<file path="src/rtl/fm_demod_pkg.sv">
// Shared types and stream field positions for the FM demodulator path.
package fm_demod_pkg;

  localparam int unsigned ANGLE_W = 16;
  localparam int unsigned MAG_W   = 16;
  localparam int unsigned AUDIO_W = 16;

  // Input beat field positions (CORDIC output: {angle, magnitude})
  localparam int unsigned IN_MAG_LSB   = 0;
  localparam int unsigned IN_ANGLE_LSB = 16;

  typedef logic [ANGLE_W-1:0]        angle_t;
  typedef logic [MAG_W-1:0]          mag_t;
  typedef logic signed [AUDIO_W-1:0] audio_t;

  // Input beat layout
  typedef struct packed {
    angle_t angle;
    mag_t   mag;
  } in_beat_t;

  // Output beat layout: [31:17] zero, [16] squelch, [15:0] audio
  typedef struct packed {
    logic [14:0] rsvd;
    logic        squelch;
    audio_t      audio;
  } out_beat_t;

endpackage

</file>
<file path="src/rtl/fm_discriminator_decim_accum.sv">
// Accumulate-and-dump decimator: sums DECIM samples (or fewer on flush).
module decim_accum
  import fm_demod_pkg::*;
#(
  parameter int unsigned DECIM = 8,
  parameter int unsigned ACC_W = AUDIO_W + $clog2(DECIM)
) (
  input  logic                    clk,
  input  logic                    rst,
  input  logic                    en,
  input  logic                    flush,
  input  audio_t                  din,
  output logic                    emit_c,
  output logic signed [ACC_W-1:0] sum_c
);

  localparam int unsigned LOG2  = $clog2(DECIM);
  localparam int unsigned CNT_W = (LOG2 > 0) ? LOG2 : 1;

  logic signed [ACC_W-1:0] acc_q, acc_d;
  logic [CNT_W-1:0]        count_q, count_d;

  // Running sum including the current sample, and end-of-group detect
  always_comb begin
    sum_c  = acc_q + ACC_W'(din);
    emit_c = en && (flush || (count_q == CNT_W'(DECIM - 1)));
  end

  // Next-state: accumulate on each accepted sample, dump on emit
  always_comb begin
    acc_d   = acc_q;
    count_d = count_q;
    if (en) begin
      if (emit_c) begin
        acc_d   = '0;
        count_d = '0;
      end else begin
        acc_d   = sum_c;
        count_d = count_q + CNT_W'(1);
      end
    end
  end

  // State registers
  always_ff @(posedge clk) begin
    if (rst) begin
      acc_q   <= '0;
      count_q <= '0;
    end else begin
      acc_q   <= acc_d;
      count_q <= count_d;
    end
  end

endmodule

</file>
<file path="src/rtl/fm_discriminator.sv">
// FM discriminator: phase differencing, squelch, decimation, AXIS output.
// Optional de-emphasis filter enabled by defining FM_DEEMPH_EN.
module fm_discriminator
  import fm_demod_pkg::*;
#(
  parameter int unsigned C_S00_AXIS_TDATA_WIDTH = 32,
  parameter int unsigned C_M00_AXIS_TDATA_WIDTH = 32,
  parameter int unsigned C_DECIMATION           = 8,
  parameter int unsigned C_DEEMPH_SHIFT         = 3
) (
  input  logic                                    s00_axis_aclk,
  input  logic                                    s00_axis_areset,
  input  logic                                    s00_axis_tvalid,
  input  logic                                    s00_axis_tlast,
  input  logic [C_S00_AXIS_TDATA_WIDTH-1:0]       s00_axis_tdata,
  input  logic [(C_S00_AXIS_TDATA_WIDTH/8)-1:0]   s00_axis_tstrb,
  output logic                                    s00_axis_tready,
  input  logic [MAG_W-1:0]                        squelch_threshold,
  input  logic                                    m00_axis_tready,
  output logic                                    m00_axis_tvalid,
  output logic                                    m00_axis_tlast,
  output logic [C_M00_AXIS_TDATA_WIDTH-1:0]       m00_axis_tdata,
  output logic [(C_M00_AXIS_TDATA_WIDTH/8)-1:0]   m00_axis_tstrb
);

  localparam int unsigned LOG2  = $clog2(C_DECIMATION);
  localparam int unsigned ACC_W = AUDIO_W + LOG2;

  logic                    accept_c;
  logic                    emit_c;
  logic signed [ACC_W-1:0] sum_c;
  angle_t                  angle_c;
  mag_t                    mag_c;
  logic                    squelch_c;
  audio_t                  dphi_c;
  audio_t                  audio_c;
  audio_t                  out_c;

  angle_t    prev_angle_q, prev_angle_d;
  logic      have_prev_q, have_prev_d;
  logic      flag_q, flag_d;
  logic      tvalid_q, tvalid_d;
  logic      tlast_q, tlast_d;
  out_beat_t tdata_q, tdata_d;

  logic      unused_c;

  assign s00_axis_tready = !s00_axis_areset && (!tvalid_q || m00_axis_tready);
  assign accept_c        = s00_axis_tvalid && s00_axis_tready;

  assign m00_axis_tvalid = tvalid_q;
  assign m00_axis_tlast  = tlast_q;
  assign m00_axis_tdata  = C_M00_AXIS_TDATA_WIDTH'(tdata_q);
  assign m00_axis_tstrb  = '1;

  assign unused_c = ^{s00_axis_tstrb, s00_axis_tdata, 32'(C_DEEMPH_SHIFT)};

  decim_accum #(
    .DECIM (C_DECIMATION),
    .ACC_W (ACC_W)
  ) u_accum (
    .clk    (s00_axis_aclk),
    .rst    (s00_axis_areset),
    .en     (accept_c),
    .flush  (s00_axis_tlast),
    .din    (dphi_c),
    .emit_c (emit_c),
    .sum_c  (sum_c)
  );

  // Phase difference with squelch gating, and decimated audio scaling
  always_comb begin
    angle_c   = s00_axis_tdata[IN_ANGLE_LSB +: ANGLE_W];
    mag_c     = s00_axis_tdata[IN_MAG_LSB +: MAG_W];
    squelch_c = (mag_c < squelch_threshold);
    dphi_c    = '0;
    if (have_prev_q && !squelch_c) begin
      dphi_c = AUDIO_W'(angle_c - prev_angle_q);
    end
    audio_c = AUDIO_W'(sum_c >>> LOG2);
  end

`ifdef FM_DEEMPH_EN
  audio_t              y_q, y_d;
  logic signed [16:0]  deemph_diff_c;

  // First-order de-emphasis: y + ((audio - y) >>> shift)
  always_comb begin
    deemph_diff_c = 17'(audio_c) - 17'(y_q);
    out_c         = y_q + AUDIO_W'(deemph_diff_c >>> C_DEEMPH_SHIFT);
    y_d           = y_q;
    if (emit_c) begin
      y_d = out_c;
    end
  end

  // De-emphasis state register
  always_ff @(posedge s00_axis_aclk) begin
    if (s00_axis_areset) begin
      y_q <= '0;
    end else begin
      y_q <= y_d;
    end
  end
`else
  assign out_c = audio_c;
`endif

  // Next-state for phase tracking, squelch flag and output register
  always_comb begin
    prev_angle_d = prev_angle_q;
    have_prev_d  = have_prev_q;
    flag_d       = flag_q;
    tvalid_d     = tvalid_q;
    tlast_d      = tlast_q;
    tdata_d      = tdata_q;
    if (tvalid_q && m00_axis_tready) begin
      tvalid_d = 1'b0;
    end
    if (accept_c) begin
      prev_angle_d = angle_c;
      have_prev_d  = 1'b1;
      flag_d       = flag_q | squelch_c;
    end
    if (emit_c) begin
      flag_d           = 1'b0;
      tvalid_d         = 1'b1;
      tlast_d          = s00_axis_tlast;
      tdata_d.rsvd     = '0;
      tdata_d.squelch  = flag_q | squelch_c;
      tdata_d.audio    = out_c;
      if (s00_axis_tlast) begin
        have_prev_d = 1'b0;
      end
    end
  end

  // State registers
  always_ff @(posedge s00_axis_aclk) begin
    if (s00_axis_areset) begin
      prev_angle_q <= '0;
      have_prev_q  <= 1'b0;
      flag_q       <= 1'b0;
      tvalid_q     <= 1'b0;
      tlast_q      <= 1'b0;
      tdata_q      <= '0;
    end else begin
      prev_angle_q <= prev_angle_d;
      have_prev_q  <= have_prev_d;
      flag_q       <= flag_d;
      tvalid_q     <= tvalid_d;
      tlast_q      <= tlast_d;
      tdata_q      <= tdata_d;
    end
  end

endmodule

</file>
<file path="config.mk">
export PLATFORM = sky130hd
export DESIGN_NAME = fm_discriminator
export DESIGN_NICKNAME = d
export VERILOG_FILES = /design/src/rtl/fm_demod_pkg.sv /design/src/rtl/fm_discriminator_decim_accum.sv /design/src/rtl/fm_discriminator.sv
export SDC_FILE = /design/constraint.sdc
export NUM_CORES = 1
export LEC_CHECK = 0
export ABC_AREA = 1
export ABC_CLOCK_PERIOD_IN_PS = 9850
export BUFFER_PORTS_ARGS = -buffer_cell sky130_fd_sc_hd__buf_2
export CORE_ASPECT_RATIO = 0.75
export CORE_MARGIN = 2
export CORE_UTILIZATION = 40
export DETAILED_ROUTE_END_ITERATION = 12
export PLACE_DENSITY = 0.58
export SLEW_MARGIN = 20
export SYNTH_ARGS = -nofsm -noshare
export SYNTH_HDL_FRONTEND = slang
export SYNTH_SLANG_ARGS = --single-unit
</file>
<file path="constraint.sdc">
create_clock -name s00_axis_aclk -period 9.85 [get_ports s00_axis_aclk]
set_input_delay 1.97 -clock s00_axis_aclk [delete_from_list [all_inputs] [get_ports s00_axis_aclk]]
set_output_delay 1.97 -clock s00_axis_aclk [all_outputs]
set_load 0.05 [all_outputs]
</file>
==> out/metrics.cfg <==
[outcome]
status = finished, final reports clean

[critical_path]
r2r_slack_ns = 6.15
worstSetupPathType = in -> reg
worstPathRequired_ns = 10.11
start_kind = input pin
critPathMaxStageDelay_ns = 0.40
arrival_ns = 5.45
critical-path-slowest-cell = fa_1
crit_chain = buf_2 -> inv_1 -> ha_1 -> inv_1 -> fa_1 -> nand3_1 -> nand2_1 -> a21boi_2 -> o21ai_1 -> a21boi_2 -> o21ai_1 -> xor2_1 -> nor2_1 -> ha_1 -> nand2_1 -> inv_1 -> a21oi_1 -> o211a_1 -> nand3_1 -> nand3_1 -> nand3_2 -> a21oi_2
r2r_cells = 20
critical-path-top-delay-family = compound AO/OA/AOI/OAI gates
critical_path.startpoint = s00_axis_tdata[16]
r2r_start = prev_angle_q[0]
path_depth = 22
crit_end = u_accum.acc_q[18]
critical_path_buf_inv_count = 4
critPathCaptureType = flip-flop
crit_fanout = 4
worstReg2RegEnd = u_accum.acc_q[18]

[sta]
finalSetupViolCount = 0
setup_slack_ns = 4.66
min_period_over_period = 0.527
slew_headroom = 0.359
period_minus_slack_ns = 5.19
setup_tns_ns = 0
maxSlewViolCount = 0
final-hold-violation-count = 0
tightest_slew_ns = 0.959
clock.fmax_mhz = 193
rsz0062_at_grt = false
finClkSkew_ns = 0.00596

[route]
wl_per_cell_um = 12.7
route.detailed.drc = 0
num_vias = 3900
wl_mm = 10.2
drtAntennaViolNets = 0
vias_per_cell = 4.84
first_pass_iters = 4
drt_iter0_markers = 156

[clock_network]
cts-htree-levels = 3
cts.sinks = 59
root_buffer = clkbuf_16
clockBufferDepth = 2
tritoncts = built
cts_buffers = 9
clk_pin_slew_worst_paths_ns = 0.05
clk_latency_ns = 0.33
post_cts_buffers = 0
cts.hold.buffers_added = 0
cts_resized = 0

[synth]
syn_area_per_cell_um2 = 7.33
synth.area.top_cells = dfxtp_1 27%, ha_1 14%, nand2_1 11%, a21oi_1 7.4%, inv_1 5.8%
async_flop_share = 0
synth_cell_types = 45
synth_top_area_share = 0.270
yosys.area.top_type = dfxtp_1
yosysSeqAreaShare = 0.270
synth_area_um2 = 4370
syn_inst = 596
synth-edff-count = 0
yosysWarnings = 0
ys.flop_type = dfxtp_1
yosysMostFrequentCell = nand2_1
synth-seq-cells = 59
synthTopCellsByCount = 129 x nand2_1, 67 x inv_1, 65 x a21oi_1

[floorplan]
core_area_um2 = 10800
die_h_um = 94.5
rows = 33
initial_core_util = 0.405
fp.dieW_um = 125
die_area_um2 = 11800
io_pins = 96

[global_route]
grt_start_max_net_pins = 57
grt_usage = 0.178
gr-total-overflow = 0
grt_pass1_wl_mm = 16.9
antenna_found_initial = 0
grt_pass1_vias = 3694

[placed_design]
portBuffers = 72
place_congestion = 0.902
dpl_cell_area_um2 = 4760
dp_hpwl_mm = 7.95
pre_cts_ws_ns = 4.34

[power_and_ir_drop]
power.density_nw_per_um2 = 137
leakage_nw = 2.59
peakVddDrop_mv = 0.0825

[cells_and_area]
area_delta_synth_final_pct = 15.3
drive_gt1_frac = 0.186
antenna_cells = 0
finalNetCount = 771
stdcell_area_um2 = 5040

[job]
drv_cap = 0

[hold_path]
hp-class = reg -> reg

-- report_power, final --
part           leakage [nW]  internal (mW)  switching (mW)
sequential            0.479          0.246         0.00302
combinational          1.97         0.0486          0.0959
clock                 0.141          0.188           0.107
total                  2.59          0.483           0.206
-- placed cells by master, fill, tap and decap left out, drive strengths merged, types with 3 or more instances in the layout --
cell,count
nor3,7
clkinv,3
conb,19
clkbuf,13
a22o,12
buf,73
a31oi,3
o31ai,3
dfxtp,59
nand4,3
inv,69
xnor2,10
nand3,29
a21oi,73
a21o,5
xor2,15
o21ai,29
nor2,35
nand2,141
ha,50
-- stage by stage --
stage	hold WS, ns	util	cells	power (mW)
3_3_place_gp	0.438	0.441	791	0.395
2_1_floorplan	0.433	-	613	0.371
3_5_place_dp	0.439	0.441	791	0.399
6_report	0.449	0.467	806	0.690
5_1_grt	0.476	0.467	806	0.726
4_1_cts	0.454	0.467	806	0.699
-- metal layers --
| layer | routed length (µm) | part of all wire | global-route usage | vias up |
|---|---|---|---|---|
| met4 | 118 | 0.012 | 0.0524 | 0 |
| li1 | - | - | - | 2067 |
| met1 | 5290 | 0.52 | 0.243 | 1733 |
| met3 | 548 | 0.054 | 0.0465 | 10 |
| met5 | 0 | 0 | 0 | - |
| met2 | 4270 | 0.42 | 0.278 | 90 |
-- flip-flops by register name, summed over array words and instances (netlist names), named ones only --
register         cells
prev_angle_q        16
u_accum.count_q      3
m00_axis_tlast       1
m00_axis_tdata      17
u_accum.acc_q       19
m00_axis_tvalid      1
flag_q               1
-- worst min path at each step --
stage / startpoint / endpoint / slack [ns] / cells past startpoint
2_1_floorplan: prev_angle_q[2] / prev_angle_q[2] / 0.43 / 2
3_3_place_gp: m00_axis_tdata[11] / m00_axis_tdata[11] / 0.44 / 2
3_5_place_dp: m00_axis_tdata[12] / m00_axis_tdata[12] / 0.44 / 2
4_1_cts: m00_axis_tdata[15] / m00_axis_tdata[15] / 0.45 / 2
5_1_grt: m00_axis_tdata[13] / m00_axis_tdata[13] / 0.48 / 2
6_report: m00_axis_tdata[12] / m00_axis_tdata[12] / 0.45 / 2
-- tightest hold or removal path, cell delays in order (launching register included) --
cell and delay (ns):
dfxtp_1 0.30, nand2_1 0.06, nand2_1 0.04
-- cell families after synthesis --
group                    Yosys count  share of synthesized area
AND/OR/NAND/NOR                  219                      0.223
AO/OA/AOI/OAI                    134                      0.193
buffers and inverters            105                      0.110
flip-flops                        59                      0.270
adder cells (fa/ha/maj)           52                      0.152
XOR/XNOR                          25                     0.0501
other                              2                    0.00172
-- final cells by class --
cell class                 instances  area (µm²)
inverter                          70         263
clock inverter                     2        10.0
clock buffer                      13         270
sequential                        59        1180
timing repair buffer              73         368
multi-input combinational        449        2770
tap                              140         175
fill                            1102        5740
Power figures use the tool's default switching activity.
